File: config.mk
export PLATFORM = sky130hd
export DESIGN_NAME = dds_sweep_ctrl
export DESIGN_NICKNAME = d
export VERILOG_FILES = /design/src/rtl/dds_pkg.sv /design/src/rtl/key_debounce.sv /design/src/rtl/dds_sweep_ctrl.sv
export SDC_FILE = /design/constraint.sdc
export NUM_CORES = 1
export LEC_CHECK = 0
export CORE_ASPECT_RATIO = 1.5
export CORE_MARGIN = 4
export CORE_UTILIZATION = 55
export CTS_CLUSTER_SIZE = 20
export DETAILED_ROUTE_END_ITERATION = 10
export DONT_BUFFER_PORTS = 1
export GPL_ROUTABILITY_DRIVEN = 0
export GPL_TIMING_DRIVEN = 0
export PLACE_DENSITY = 0.7
export SLEW_MARGIN = 10
export SYNTH_ARGS = -nofsm -noshare
export SYNTH_HDL_FRONTEND = slang
export SYNTH_SLANG_ARGS = --single-unit
File: constraint.sdc
create_clock -name clk -period 5.6 [get_ports clk]
set_clock_uncertainty 0.2 [all_clocks]
set_input_delay 0.56 -clock clk [delete_from_list [all_inputs] [get_ports clk]]
set_output_delay 0.56 -clock clk [all_outputs]
set_load 0.01 [all_outputs]
File: src/rtl/dds_pkg.sv
// Shared widths, default tuning increment and controller state encoding for the DDS block.
// The phase accumulator imports ACC_W and BASE_TUNE from here as well.
package dds_pkg;
    localparam int ACC_W     = 28;
    localparam int CODE_W    = 10;
    localparam int DEC_W     = 16;
    localparam int BASE_TUNE = 26844;

    typedef enum logic [1:0] {
        IDLE     = 2'd0,
        GET_STOP = 2'd1,
        SWEEP    = 2'd2
    } dds_state_e;
endpackage

File: src/rtl/key_debounce.sv
// Synchronizes the asynchronous active-low key and emits one press pulse per
// debounced high-to-low transition.
module key_debounce #(
    parameter int DEBOUNCE_CYCLES = 500000
) (
    input  logic clk,
    input  logic clr,
    input  logic key_n,
    output logic press
);
    localparam int CNT_W = (DEBOUNCE_CYCLES > 1) ? $clog2(DEBOUNCE_CYCLES) : 1;

    logic             r_sync1;
    logic             r_sync2;
    logic             r_stable;
    logic             r_press;
    logic [CNT_W-1:0] r_cnt;

    // r_stable holds the debounced key level (1 = released); r_cnt counts how
    // long the synchronized key has disagreed with it.
    always_ff @(posedge clk) begin
        if (clr) begin
            r_sync1  <= 1'b1;
            r_sync2  <= 1'b1;
            r_stable <= 1'b1;
            r_press  <= 1'b0;
            r_cnt    <= '0;
        end else begin
            r_sync1 <= key_n;
            r_sync2 <= r_sync1;
            r_press <= 1'b0;
            if (r_sync2 == r_stable) begin
                r_cnt <= '0;
            end else if (r_cnt == CNT_W'(DEBOUNCE_CYCLES - 1)) begin
                r_stable <= r_sync2;
                r_cnt    <= '0;
                r_press  <= ~r_sync2;
            end else begin
                r_cnt <= r_cnt + CNT_W'(1);
            end
        end
    end

    assign press = r_press;
endmodule

File: src/rtl/dds_sweep_ctrl.sv
// Tuning-word controller: manual single-code loads or a dwell-timed start/stop sweep,
// turned into a 28-bit tuning word for the phase accumulator.
module dds_sweep_ctrl
    import dds_pkg::*;
#(
    parameter int BASE_TUNE_P     = BASE_TUNE,
    parameter int DEBOUNCE_CYCLES = 500000,
    parameter int DWELL_CYCLES    = 5000000,
    parameter int STEP_CODE       = 1,
    parameter int LOOP            = 0
) (
    input  logic              clk,
    input  logic              clr,
    input  logic [CODE_W-1:0] sw,
    input  logic              set_n,
    input  logic              mode,
    output logic [ACC_W-1:0]  tuner,
    output logic [DEC_W-1:0]  dec_val,
    output logic              tune_load,
    output logic              busy,
    output logic              sweep_done,
    output logic [1:0]        dbg_state
);
    localparam int DW_W = (DWELL_CYCLES > 1) ? $clog2(DWELL_CYCLES) : 1;
    localparam logic [DW_W-1:0]   DW_LAST = DW_W'(DWELL_CYCLES - 1);
    localparam logic [CODE_W-1:0] STEP    = CODE_W'(STEP_CODE);

    dds_state_e        r_state, w_state_nxt;
    logic [CODE_W-1:0] r_code, w_code_nxt;
    logic [CODE_W-1:0] r_start, w_start_nxt;
    logic [CODE_W-1:0] r_stop, w_stop_nxt;
    logic [DW_W-1:0]   r_dwell, w_dwell_nxt;
    logic              w_code_wr, r_code_wr;
    logic              w_done, r_done;
    logic [ACC_W-1:0]  r_tuner;
    logic              r_tune_load;
    logic              w_set_evt;
    logic [CODE_W-1:0] w_step_code;
    logic [ACC_W-1:0]  w_prod;

    key_debounce #(.DEBOUNCE_CYCLES(DEBOUNCE_CYCLES)) u_key (
        .clk   (clk),
        .clr   (clr),
        .key_n (set_n),
        .press (w_set_evt)
    );

    // Next sweep code, clamped so the stop code is always landed on exactly.
    always_comb begin
        w_step_code = r_stop;
        if (r_code < r_stop) begin
            if ((r_stop - r_code) > STEP) w_step_code = r_code + STEP;
        end else if (r_code > r_stop) begin
            if ((r_code - r_stop) > STEP) w_step_code = r_code - STEP;
        end
    end

    always_ff @(posedge clk) begin
        if (clr) r_state <= IDLE;
        else     r_state <= w_state_nxt;
    end

    always_comb begin
        w_state_nxt = r_state;
        w_code_nxt  = r_code;
        w_code_wr   = 1'b0;
        w_start_nxt = r_start;
        w_stop_nxt  = r_stop;
        w_dwell_nxt = r_dwell;
        w_done      = 1'b0;
        case (r_state)
            IDLE: begin
                if (w_set_evt) begin
                    if (mode) begin
                        w_start_nxt = sw;
                        w_state_nxt = GET_STOP;
                    end else begin
                        w_code_nxt = sw;
                        w_code_wr  = 1'b1;
                    end
                end
            end
            GET_STOP: begin
                if (w_set_evt) begin
                    w_stop_nxt  = sw;
                    w_code_nxt  = r_start;
                    w_code_wr   = 1'b1;
                    w_dwell_nxt = '0;
                    w_state_nxt = SWEEP;
                end
            end
            SWEEP: begin
                if (w_set_evt) begin
                    w_state_nxt = IDLE;
                end else if (r_dwell == DW_LAST) begin
                    w_dwell_nxt = '0;
                    if (r_code == r_stop) begin
                        if (LOOP != 0) begin
                            w_code_nxt = r_start;
                            w_code_wr  = 1'b1;
                        end else begin
                            w_state_nxt = IDLE;
                            w_done      = 1'b1;
                        end
                    end else begin
                        w_code_nxt = w_step_code;
                        w_code_wr  = 1'b1;
                    end
                end else begin
                    w_dwell_nxt = r_dwell + DW_W'(1);
                end
            end
            default: w_state_nxt = IDLE;
        endcase
    end

    assign w_prod = ACC_W'(r_code) * ACC_W'(BASE_TUNE_P);

    // tuner follows the code one cycle later; tune_load marks every write, even same-value ones.
    always_ff @(posedge clk) begin
        if (clr) begin
            r_code      <= '0;
            r_start     <= '0;
            r_stop      <= '0;
            r_dwell     <= '0;
            r_code_wr   <= 1'b0;
            r_done      <= 1'b0;
            r_tuner     <= '0;
            r_tune_load <= 1'b0;
        end else begin
            r_code      <= w_code_nxt;
            r_start     <= w_start_nxt;
            r_stop      <= w_stop_nxt;
            r_dwell     <= w_dwell_nxt;
            r_code_wr   <= w_code_wr;
            r_done      <= w_done;
            r_tune_load <= r_code_wr;
            if (r_code_wr) r_tuner <= w_prod;
        end
    end

    assign tuner      = r_tuner;
    assign dec_val    = {{(DEC_W - CODE_W){1'b0}}, r_code};
    assign tune_load  = r_tune_load;
    assign busy       = (r_state == GET_STOP) || (r_state == SWEEP);
    assign sweep_done = r_done;
    assign dbg_state  = r_state;
endmodule

==> flow_results.xml, run 1 <==
<?xml version="1.0" encoding="UTF-8"?>
<metrics>
  <group name="setup_path">
    <metric name="ff2ff_setup_slack" unit="ns">0.19</metric>
    <metric name="timing.critical_path.fanout_max" unit="">7</metric>
    <metric name="worst-endpoint-arrival" unit="ns">5.43</metric>
    <metric name="crit_path_cell_trace" unit="">inv_1, ha_2, inv_1, fa_1, inv_1, fa_1, fa_1, fa_1, ha_1, a21o_1, a21o_1, a21o_1, a21oi_2, nand3_1, and4_1, or4_1</metric>
    <metric name="critPathRequiredTime" unit="ns">5.62</metric>
    <metric name="cpMostUsedCell" unit="">sky130_fd_sc_hd__fa_1</metric>
    <metric name="critPathMaxStageDelay" unit="ns">0.53</metric>
    <metric name="timing.setup.critical_path_class" unit="">flip-flop to flip-flop</metric>
    <metric name="start_kind" unit="">flip-flop</metric>
    <metric name="critical_path.endpoint_type" unit="">flip-flop</metric>
    <metric name="slowest_stage" unit="">sky130_fd_sc_hd__fa_1</metric>
  </group>
  <group name="drt">
    <metric name="route.detailed.drc" unit="">0</metric>
    <metric name="first_iter_violations" unit="">498</metric>
    <metric name="post_drt_via_cell_ratio" unit="">5.83</metric>
    <metric name="vias" unit="">7744</metric>
    <metric name="antenna_violating_nets_post_route" unit="">0</metric>
    <metric name="detail_route.wirelength" unit="µm">23500</metric>
    <metric name="average_wire_length_per_cell_after_detail_routing" unit="µm">17.7</metric>
    <metric name="firstDrtPassIters" unit="">6</metric>
  </group>
  <group name="logic_synthesis">
    <metric name="synth.lib_cells_used.distinct" unit="">77</metric>
    <metric name="synth-main-ff-cell" unit="">sky130_fd_sc_hd__dfxtp_1</metric>
    <metric name="synth-edff-count" unit="">0</metric>
    <metric name="syn_avg_cell_area" unit="µm²">8.16</metric>
    <metric name="async_flop_share" unit="%">0</metric>
    <metric name="netlist_area_before_placement" unit="µm²">8940</metric>
    <metric name="synth.yosys.warnings" unit="">0</metric>
    <metric name="synthesis.instances" unit="">1095</metric>
    <metric name="synth.ff_latch_count" unit="">104</metric>
    <metric name="seq_area_frac_synth" unit="%">23.3</metric>
  </group>
  <group name="flow_run">
    <metric name="cap_violations" unit="">0</metric>
  </group>
  <group name="sta">
    <metric name="max_clock_freq" unit="GHz">0.185</metric>
    <metric name="final_max_slew_violation_count" unit="">0</metric>
    <metric name="worst_slew_margin_rel" unit="%">35.2</metric>
    <metric name="post-route-period-util" unit="%">96.7</metric>
    <metric name="timing_worst_slew_pin_value" unit="ns">0.962</metric>
    <metric name="unrepaired_setup_endpoints_after_global_routing" unit="">false</metric>
    <metric name="finalWorstPathRequiredPeriod" unit="ns">5.41</metric>
    <metric name="timing.final.setup_violations" unit="">0</metric>
    <metric name="hold_viol_final" unit="">0</metric>
  </group>
  <group name="clock_network">
    <metric name="cts.sink_count" unit="">104</metric>
    <metric name="h_tree_depth" unit="">3</metric>
    <metric name="cts_inserted_buffers" unit="">9</metric>
    <metric name="clkLatencyLatePin" unit="ns">0.35</metric>
    <metric name="cts_hold_buffers" unit="">0</metric>
    <metric name="clkSlewWorstSetupHoldPaths" unit="ns">0.08</metric>
    <metric name="cts_root_cell" unit="">sky130_fd_sc_hd__clkbuf_16</metric>
    <metric name="clock_path_buffers" unit="">2</metric>
    <metric name="tritoncts_clock_tree" unit="">yes</metric>
  </group>
  <group name="floorplanning">
    <metric name="area_of_the_placeable_core" unit="µm²">15800</metric>
    <metric name="die-area" unit="µm²">18400</metric>
    <metric name="die_width" unit="µm">112</metric>
    <metric name="start_util" unit="%">56.7</metric>
    <metric name="vert_die_dim" unit="µm">164</metric>
    <metric name="count_of_pins_on_the_block_boundary" unit="">63</metric>
    <metric name="num_rows" unit="">56</metric>
  </group>
  <group name="final_layout">
    <metric name="design.final.nets" unit="">1286</metric>
    <metric name="fin_cells" unit="">1328</metric>
    <metric name="layout_cells_sized_above_1" unit="%">6.04</metric>
    <metric name="layout.filler_cells" unit="">1448</metric>
    <metric name="areaGrowthSynthToFinish" unit="%">7.94</metric>
    <metric name="multiInputGateArea" unit="µm²">6240</metric>
    <metric name="insertedDiodeCount" unit="">0</metric>
    <metric name="sequential_cell_area" unit="µm²">2110</metric>
  </group>
  <group name="grt">
    <metric name="global_route.overflow_total" unit="">0</metric>
    <metric name="global_route.usage.total" unit="%">25.8</metric>
    <metric name="global_route_wire_length_before_repair" unit="µm">38300</metric>
    <metric name="grt_start_max_net_pins" unit="">19</metric>
    <metric name="vias_in_the_first_global_route" unit="">7636</metric>
    <metric name="grt_antenna_before_repair" unit="">0</metric>
  </group>
  <group name="placement">
    <metric name="placed_cells" unit="">1308</metric>
    <metric name="buffer_ports.inserted" unit="">0</metric>
    <metric name="place.detailed.hpwl" unit="µm">18500</metric>
  </group>
  <group name="run_status">
    <metric name="outcome" unit="">finished clean</metric>
  </group>
  <group name="power">
    <metric name="power_density" unit="nW/µm²">153</metric>
    <metric name="max-vdd-ir-drop" unit="V">0.000150</metric>
    <metric name="totalPowerFinal" unit="W">0.00148</metric>
    <metric name="cellLeakagePower" unit="nW">4.23</metric>
  </group>
  <group name="hold_path">
    <metric name="timing.hold.worst.class" unit="">input pin to flip-flop</metric>
  </group>
</metrics>
==> layout by cell type, fill, tap and decap left out, drive strengths merged, types with 6 or more instances in the layout <==
master / n
a21oi: 74
nor2b: 8
a31oi: 10
o211ai: 9
buf: 25
nand3: 39
a221oi: 6
a211oi: 10
a22oi: 6
nand2: 97
o21ai: 38
inv: 118
ha: 114
nand4: 8
o31ai: 6
dfxtp: 104
nor4: 6
conb: 11
and3: 17
nor3: 25
and2: 7
xnor2: 41
nand2b: 9
fa: 38
or3: 9
xor2: 23
nor2: 112
mux2i: 19
clkbuf: 39
a21o: 12
and4: 6
==> Yosys cell counts, types with 19 or more instances <==
cell | number | area share [%]
sky130_fd_sc_hd__ha_1 | 114 | 16
sky130_fd_sc_hd__a21oi_1 | 74 | 4.1
sky130_fd_sc_hd__nand3_1 | 38 | 2.1
sky130_fd_sc_hd__inv_1 | 115 | 4.8
sky130_fd_sc_hd__dfxtp_1 | 104 | 23
sky130_fd_sc_hd__xnor2_1 | 41 | 4.0
sky130_fd_sc_hd__fa_1 | 38 | 8.5
sky130_fd_sc_hd__nand2_1 | 97 | 4.1
sky130_fd_sc_hd__nor2_1 | 112 | 4.7
sky130_fd_sc_hd__nor3_1 | 25 | 1.4
sky130_fd_sc_hd__o21ai_0 | 22 | 1.2
sky130_fd_sc_hd__clkbuf_1 | 28 | 1.2
sky130_fd_sc_hd__mux2i_1 | 19 | 2.1
sky130_fd_sc_hd__xor2_1 | 23 | 2.3
==> kinds of logic (layout without fill, tap and decap cells) <==
kind of cell	Yosys count	in the layout	synth area share [%]
adders and majority gates	152	152	24.5
muxes	20	20	2.25
DFF	104	104	23.3
buffers and inverters	166	186	7.59
xor gates and xnor gates	64	64	6.27
other	1	11	0.0420
AOI/OAI and AO/OA	220	220	16.1
and+or+nand+nor	368	368	19.9
==> critical path, delay by kind of cell, from the launching register on <==
family / cells / cell delay (ns)
fa+ha+maj: 6 / 2.74
simple gates: 3 / 0.87
compound gates: 4 / 0.76
flops: 1 / 0.44
buf+inv: 3 / 0.27
==> metrics by stage <==
stage | instance area, µm² | hold WS [ns] | utilization, % | TNS, ns | worst slack [ns]
3_5_place_dp | 9230 | 0.196 | 58.5 | -1.80 | -0.363
3_3_place_gp | 9230 | 0.191 | 58.5 | -1.19 | -0.287
2_1_floorplan | 8970 | 0.189 | - | 0 | 0.450
4_1_cts | 9580 | 0.102 | 60.7 | 0 | 0.0101
5_1_grt | 9650 | 0.117 | 61.2 | 0 | 0.0268
6_report | 9650 | 0.110 | 61.2 | 0 | 0.187
==> registers in the layout, summed over array words and instances, names as in the netlist, 2 cells and up <==
signal / cells
dbg_state: 2
u_key.r_cnt: 19
r_code: 10
tuner: 23
r_dwell: 23
r_stop: 10
r_start: 10
==> routing by layer <==
metal  routed length, µm  GRT usage (%)  part of all wire [%]
met1                9490           30.5                    40
met2               11900           45.9                    50
met3                1120           4.28                   4.8
met4                1040           11.6                   4.4
met5                   0              0                     0
==> final timing paths <==
kind / from / endpoint / cells after the start
setup / recovery: r_code[5] / tuner[23] / 16
hold / removal: set_n / u_key.r_sync1 / 1
setup reg to reg: r_code[5] / tuner[23] / 16
hold reg to reg: u_key.r_sync1 / u_key.r_sync2 / 1
==> where the power goes <==
| part | internal (W) | leakage [nW] | switching (W) |
|---|---|---|---|
| Sequential | 0.000737 | 0.844 | 0.000000521 |
| Combinational | 0.00000889 | 3.23 | 0.0000226 |
| Clock | 0.000411 | 0.162 | 0.000301 |
==> timing repair <==
action,4_1_cts,5_1_grt
resized for setup,8,14
setup buffers,0,4
pin swaps,0,1
endpoints found under the setup margin,10,6
==> cell type report <==
class	count	area share [%]
clock buffers	10	2.48
multi-input cells	835	64.7
flip-flops and latches	104	21.9
clock inverters	6	0.999
well taps	203	2.63
inverters	116	4.55
plain buffers	50	2.52
repair buffers	4	0.285
Note: power is estimated with default switching activity, not from simulation.
==> run 2, diff against run 1 <==
Settings changed: RECOVER_POWER from default to 50.
==> flow_results.xml, run 2 (same netlist as run 1, synthesis figures left out) <==
<?xml version="1.0" encoding="UTF-8"?>
<metrics>
  <group name="clock_network">
    <metric name="tritoncts_clock_tree" unit="">yes</metric>
    <metric name="cts.sink_count" unit="">104</metric>
    <metric name="cts_root_cell" unit="">sky130_fd_sc_hd__clkbuf_16</metric>
    <metric name="clkLatencyLatePin" unit="ns">0.35</metric>
    <metric name="h_tree_depth" unit="">3</metric>
    <metric name="cts_hold_buffers" unit="">0</metric>
    <metric name="clock_path_buffers" unit="">2</metric>
    <metric name="cts_inserted_buffers" unit="">9</metric>
    <metric name="clkSlewWorstSetupHoldPaths" unit="ns">0.07</metric>
  </group>
  <group name="final_layout">
    <metric name="design.final.nets" unit="">1286</metric>
    <metric name="areaGrowthSynthToFinish" unit="%">7.90</metric>
    <metric name="most_frequent_standard_cell_in_the_layout_excluding_fill_and_tap_cells" unit="">sky130_fd_sc_hd__inv_1</metric>
    <metric name="most-common-layout-cells" unit="">sky130_fd_sc_hd__inv_1, sky130_fd_sc_hd__nor2_1, sky130_fd_sc_hd__ha_1</metric>
    <metric name="layout_cells_sized_above_1" unit="%">5.96</metric>
    <metric name="final_design_area_no_fill" unit="µm²">9640</metric>
    <metric name="insertedDiodeCount" unit="">0</metric>
    <metric name="final_util" unit="%">61.2</metric>
  </group>
  <group name="sta">
    <metric name="setup_tns" unit="ns">0</metric>
    <metric name="timing_worst_slew_pin_value" unit="ns">0.987</metric>
    <metric name="final.setup.worst_slack" unit="ns">0.196</metric>
    <metric name="final_max_slew_violation_count" unit="">0</metric>
    <metric name="worst_slew_margin_rel" unit="%">33.6</metric>
    <metric name="hold_viol_final" unit="">0</metric>
    <metric name="unrepaired_setup_endpoints_after_global_routing" unit="">false</metric>
    <metric name="timing.final.setup_violations" unit="">0</metric>
    <metric name="finalWorstPathRequiredPeriod" unit="ns">5.40</metric>
    <metric name="max_clock_freq" unit="GHz">0.185</metric>
    <metric name="post-route-period-util" unit="%">96.5</metric>
  </group>
  <group name="run_status">
    <metric name="outcome" unit="">finished clean</metric>
  </group>
  <group name="setup_path">
    <metric name="critical_path.endpoint_type" unit="">flip-flop</metric>
    <metric name="timing.setup.critical_path_class" unit="">flip-flop to flip-flop</metric>
    <metric name="critPathRequiredTime" unit="ns">5.62</metric>
    <metric name="worst-endpoint-arrival" unit="ns">5.42</metric>
    <metric name="timing.critical_path.fanout_max" unit="">7</metric>
    <metric name="start_kind" unit="">flip-flop</metric>
  </group>
  <group name="drt">
    <metric name="detail_route.wirelength" unit="µm">23500</metric>
    <metric name="first_iter_violations" unit="">489</metric>
    <metric name="route.detailed.drc" unit="">0</metric>
    <metric name="post_drt_via_cell_ratio" unit="">5.83</metric>
    <metric name="antenna_violating_nets_post_route" unit="">0</metric>
    <metric name="firstDrtPassIters" unit="">5</metric>
    <metric name="average_wire_length_per_cell_after_detail_routing" unit="µm">17.7</metric>
    <metric name="vias" unit="">7747</metric>
  </group>
  <group name="floorplanning">
    <metric name="start_util" unit="%">56.7</metric>
    <metric name="die-area" unit="µm²">18400</metric>
    <metric name="count_of_pins_on_the_block_boundary" unit="">63</metric>
    <metric name="num_rows" unit="">56</metric>
    <metric name="area_of_the_placeable_core" unit="µm²">15800</metric>
    <metric name="vert_die_dim" unit="µm">164</metric>
    <metric name="die_width" unit="µm">112</metric>
  </group>
  <group name="grt">
    <metric name="grt_start_max_net_pins" unit="">19</metric>
    <metric name="grt_antenna_before_repair" unit="">0</metric>
    <metric name="global_route.overflow_total" unit="">0</metric>
    <metric name="global_route.usage.total" unit="%">25.8</metric>
    <metric name="global_route_wire_length_before_repair" unit="µm">38300</metric>
    <metric name="vias_in_the_first_global_route" unit="">7636</metric>
  </group>
  <group name="power">
    <metric name="cellLeakagePower" unit="nW">4.23</metric>
    <metric name="power_density" unit="nW/µm²">153</metric>
    <metric name="totalPowerFinal" unit="W">0.00148</metric>
    <metric name="max-vdd-ir-drop" unit="V">0.000149</metric>
  </group>
  <group name="placement">
    <metric name="buffer_ports.inserted" unit="">0</metric>
    <metric name="placement.cell_area" unit="µm²">9230</metric>
    <metric name="preCtsSetupSlack" unit="ns">-0.363</metric>
    <metric name="place.detailed.hpwl" unit="µm">18500</metric>
  </group>
  <group name="hold_path">
    <metric name="timing.hold.worst.class" unit="">input pin to flip-flop</metric>
  </group>
  <group name="flow_run">
    <metric name="cap_violations" unit="">0</metric>
  </group>
</metrics>
## run 2: cell types whose count changed in the layout (fill, tap and decap cells not counted)
cell	before	now
sky130_fd_sc_hd__and2_1	7	6
sky130_fd_sc_hd__buf_4	15	14
sky130_fd_sc_hd__buf_1	4	2
sky130_fd_sc_hd__and2_0	0	1
sky130_fd_sc_hd__clkbuf_1	28	31
## run 2: where the power goes
part	switching, W	leakage (nW)	internal (W)
sequential	0.000000523	0.844	0.000737
combinational	0.0000226	3.22	0.00000889
clock	0.000298	0.162	0.000411
total	0.000321	4.23	0.00116
## run 2: final timing paths
path	startpoint	endpoint	slack (ns)	depth (start not counted)
hold / removal	set_n	u_key.r_sync1	0.11	1
setup / recovery	r_code[5]	tuner[23]	0.20	16
setup reg to reg	r_code[5]	tuner[23]	0.20	16
hold reg to reg	u_key.r_sync1	u_key.r_sync2	0.21	1
## run 2: critical path, cell delays in order, from the launching register on
cell and delay [ns]:
sky130_fd_sc_hd__dfxtp_4 0.44, sky130_fd_sc_hd__inv_1 0.14, sky130_fd_sc_hd__ha_2 0.41, sky130_fd_sc_hd__inv_1 0.07
sky130_fd_sc_hd__fa_1 0.53, sky130_fd_sc_hd__inv_1 0.06, sky130_fd_sc_hd__fa_1 0.48, sky130_fd_sc_hd__fa_1 0.53
sky130_fd_sc_hd__fa_1 0.41, sky130_fd_sc_hd__ha_1 0.38, sky130_fd_sc_hd__a21o_1 0.19, sky130_fd_sc_hd__a21o_1 0.16
sky130_fd_sc_hd__a21o_1 0.22, sky130_fd_sc_hd__a21oi_2 0.19, sky130_fd_sc_hd__nand3_1 0.15, sky130_fd_sc_hd__and4_1 0.21
sky130_fd_sc_hd__or4_1 0.51
## run 2: per-stage QoR
stage | std cells | hold slack [ns]
floorplan | 1105 | 0.189
global placement | 1308 | 0.191
detailed placement | 1308 | 0.196
CTS | 1324 | 0.102
global route | 1328 | 0.117
finish | 1328 | 0.110
## run 2: routing by layer
metal,wire [µm],vias up,track usage [%]
met2,11900,250,45.9
met3,1190,64,4.28
met1,9420,3634,30.5
met5,0,-,0
met4,1040,0,11.6
li1,-,3799,-
## run 2: cell type report
cell class / instances / area (µm²)
Tap cell: 203 / 254
Clock inverter: 6 / 96.3
Inverter: 116 / 439
Fill cell: 1450 / 6120
Multi-Input combinational cell: 835 / 6240
Timing Repair Buffer: 4 / 27.5
Buffer: 50 / 239
Clock buffer: 10 / 239
Sequential cell: 104 / 2110
## run 2: repair_timing
action	4_1_cts	5_1_grt
endpoints found under the setup margin	10	6
setup buffers	0	4
pin swaps	0	1
resized for setup	8	14
==> run 3, diff against run 2 <==
Settings changed: CORE_MARGIN 4 to default, GPL_ROUTABILITY_DRIVEN 0 to default.
==> flow_results.xml, run 3 (same netlist as run 1, synthesis figures left out) <==
<?xml version="1.0" encoding="UTF-8"?>
<metrics>
  <group name="run_status">
    <metric name="outcome" unit="">finished clean</metric>
  </group>
  <group name="grt">
    <metric name="global_route_wire_length_before_repair" unit="µm">37100</metric>
    <metric name="grt_antenna_before_repair" unit="">0</metric>
    <metric name="grt_start_max_net_pins" unit="">19</metric>
    <metric name="vias_in_the_first_global_route" unit="">7487</metric>
    <metric name="global_route.overflow_total" unit="">0</metric>
    <metric name="global_route.usage.total" unit="%">28.2</metric>
  </group>
  <group name="floorplanning">
    <metric name="num_rows" unit="">56</metric>
    <metric name="die_width" unit="µm">106</metric>
    <metric name="area_of_the_placeable_core" unit="µm²">15800</metric>
    <metric name="start_util" unit="%">56.7</metric>
    <metric name="die-area" unit="µm²">16800</metric>
    <metric name="count_of_pins_on_the_block_boundary" unit="">63</metric>
    <metric name="vert_die_dim" unit="µm">158</metric>
  </group>
  <group name="setup_path">
    <metric name="critPathRequiredTime" unit="ns">5.62</metric>
    <metric name="worst-endpoint-arrival" unit="ns">5.46</metric>
    <metric name="critical_path.endpoint_type" unit="">flip-flop</metric>
    <metric name="timing.critical_path.fanout_max" unit="">9</metric>
    <metric name="start_kind" unit="">flip-flop</metric>
    <metric name="timing.setup.critical_path_class" unit="">flip-flop to flip-flop</metric>
  </group>
  <group name="flow_run">
    <metric name="cap_violations" unit="">0</metric>
  </group>
  <group name="placement">
    <metric name="place.detailed.hpwl" unit="µm">18200</metric>
    <metric name="placed_cells" unit="">1308</metric>
    <metric name="placement.cell_area" unit="µm²">9230</metric>
    <metric name="buffer_ports.inserted" unit="">0</metric>
    <metric name="gp_congestion" unit="">0.926</metric>
  </group>
  <group name="drt">
    <metric name="first_iter_violations" unit="">434</metric>
    <metric name="post_drt_via_cell_ratio" unit="">5.82</metric>
    <metric name="detailroute.wirelength.met2" unit="µm">11700</metric>
    <metric name="wl_met1" unit="µm">9580</metric>
    <metric name="maxUsedRoutingLayer" unit="">met4</metric>
    <metric name="detail_route.wirelength" unit="µm">23100</metric>
    <metric name="vias" unit="">7748</metric>
    <metric name="antenna_violating_nets_post_route" unit="">0</metric>
    <metric name="met3WireLength" unit="µm">881</metric>
    <metric name="firstDrtPassIters" unit="">5</metric>
    <metric name="average_wire_length_per_cell_after_detail_routing" unit="µm">17.3</metric>
    <metric name="route.detailed.drc" unit="">0</metric>
  </group>
  <group name="final_layout">
    <metric name="areaGrowthSynthToFinish" unit="%">7.73</metric>
    <metric name="design.final.nets" unit="">1289</metric>
    <metric name="layout.filler_cells" unit="">1499</metric>
    <metric name="fin_cells" unit="">1331</metric>
    <metric name="most_frequent_standard_cell_in_the_layout_excluding_fill_and_tap_cells" unit="">sky130_fd_sc_hd__inv_1</metric>
    <metric name="most-common-layout-cells" unit="">sky130_fd_sc_hd__inv_1, sky130_fd_sc_hd__nor2_1, sky130_fd_sc_hd__ha_1</metric>
    <metric name="layout_cells_sized_above_1" unit="%">5.85</metric>
    <metric name="insertedDiodeCount" unit="">0</metric>
    <metric name="final_design_area_no_fill" unit="µm²">9630</metric>
  </group>
  <group name="power">
    <metric name="totalPowerFinal" unit="W">0.00142</metric>
    <metric name="power_density" unit="nW/µm²">148</metric>
    <metric name="max-vdd-ir-drop" unit="V">0.000152</metric>
    <metric name="cellLeakagePower" unit="nW">4.21</metric>
  </group>
  <group name="sta">
    <metric name="worst_slew_margin_rel" unit="%">27.2</metric>
    <metric name="post-route-period-util" unit="%">97.2</metric>
    <metric name="finalWorstPathRequiredPeriod" unit="ns">5.44</metric>
    <metric name="timing.final.setup_violations" unit="">0</metric>
    <metric name="finalHoldWorstSlack" unit="ns">0.112</metric>
    <metric name="unrepaired_setup_endpoints_after_global_routing" unit="">false</metric>
    <metric name="hold_viol_final" unit="">0</metric>
    <metric name="timing_worst_slew_pin_value" unit="ns">1.08</metric>
    <metric name="final_max_slew_violation_count" unit="">0</metric>
    <metric name="setup_tns" unit="ns">0</metric>
    <metric name="max_clock_freq" unit="GHz">0.184</metric>
  </group>
  <group name="clock_network">
    <metric name="h_tree_depth" unit="">3</metric>
    <metric name="cts_inserted_buffers" unit="">9</metric>
    <metric name="cts_root_cell" unit="">sky130_fd_sc_hd__clkbuf_16</metric>
    <metric name="clock_path_buffers" unit="">2</metric>
    <metric name="tritoncts_clock_tree" unit="">yes</metric>
    <metric name="cts.sink_count" unit="">104</metric>
    <metric name="clkSlewWorstSetupHoldPaths" unit="ns">0.07</metric>
    <metric name="clkLatencyLatePin" unit="ns">0.35</metric>
  </group>
  <group name="hold_path">
    <metric name="timing.hold.worst.class" unit="">input pin to flip-flop</metric>
  </group>
</metrics>
-- run 3: metal layers --
| layer | GRT usage, % | vias to the layer above |
|---|---|---|
| met5 | 0 | - |
| met4 | 14.4 | 0 |
| met3 | 3.83 | 66 |
| met2 | 50.4 | 207 |
| met1 | 32.8 | 3657 |
| li1 | - | 3818 |
-- run 3: worst paths after layout --
path | slack [ns] | endpoint | cells after the start | start
worst min-delay path | 0.11 | u_key.r_sync1 | 1 | set_n
worst max register to register | 0.16 | tuner[23] | 15 | r_code[9]
worst max-delay path | 0.16 | tuner[23] | 15 | r_code[9]
worst min register to register | 0.22 | u_key.r_sync2 | 1 | u_key.r_sync1
-- run 3: final cells by class --
type	instances	area (µm²)	share of cell area, %
Buffer	50	239	2.48
Clock buffer	10	229	2.38
Clock inverter	6	73.8	0.767
Inverter	116	443	4.60
Multi-Input combinational cell	835	6230	64.8
Sequential cell	104	2100	21.9
Tap cell	203	254	2.64
Timing Repair Buffer	7	50.0	0.520
-- run 3: worst max-delay path: stages (launching register included) --
cell and delay (ns):
sky130_fd_sc_hd__dfxtp_1 0.67, sky130_fd_sc_hd__fa_1 0.51, sky130_fd_sc_hd__inv_1 0.07, sky130_fd_sc_hd__fa_1 0.40, sky130_fd_sc_hd__inv_1 0.09, sky130_fd_sc_hd__fa_1 0.44, sky130_fd_sc_hd__fa_1 0.58, sky130_fd_sc_hd__fa_1 0.42
sky130_fd_sc_hd__ha_1 0.26, sky130_fd_sc_hd__a21o_1 0.19, sky130_fd_sc_hd__a21o_1 0.16, sky130_fd_sc_hd__a21o_1 0.18, sky130_fd_sc_hd__a21oi_1 0.22, sky130_fd_sc_hd__nand3_1 0.17, sky130_fd_sc_hd__and4_1 0.22, sky130_fd_sc_hd__or4_1 0.51
-- run 3: power by group --
part	leakage (nW)	total (W)	internal (W)	switching, W
registers	0.843	0.000738	0.000737	0.000000557
clock network	0.142	0.000655	0.000354	0.000301
logic	3.23	0.0000313	0.00000888	0.0000224
-- run 3: metrics by stage --
step	worst slack, ns	util (%)
3_5_place_dp	-0.349	58.5
2_1_floorplan	0.450	-
6_report	0.159	61.1
4_1_cts	0.0289	60.5
3_3_place_gp	-0.375	58.5
5_1_grt	0.00152	61.1
-- run 3: timing repair --
item	CTS	global route
setup buffers	0	7
gates cloned	0	0
endpoints found under the setup margin	9	7
resized for setup	8	11
hold buffers	0	0
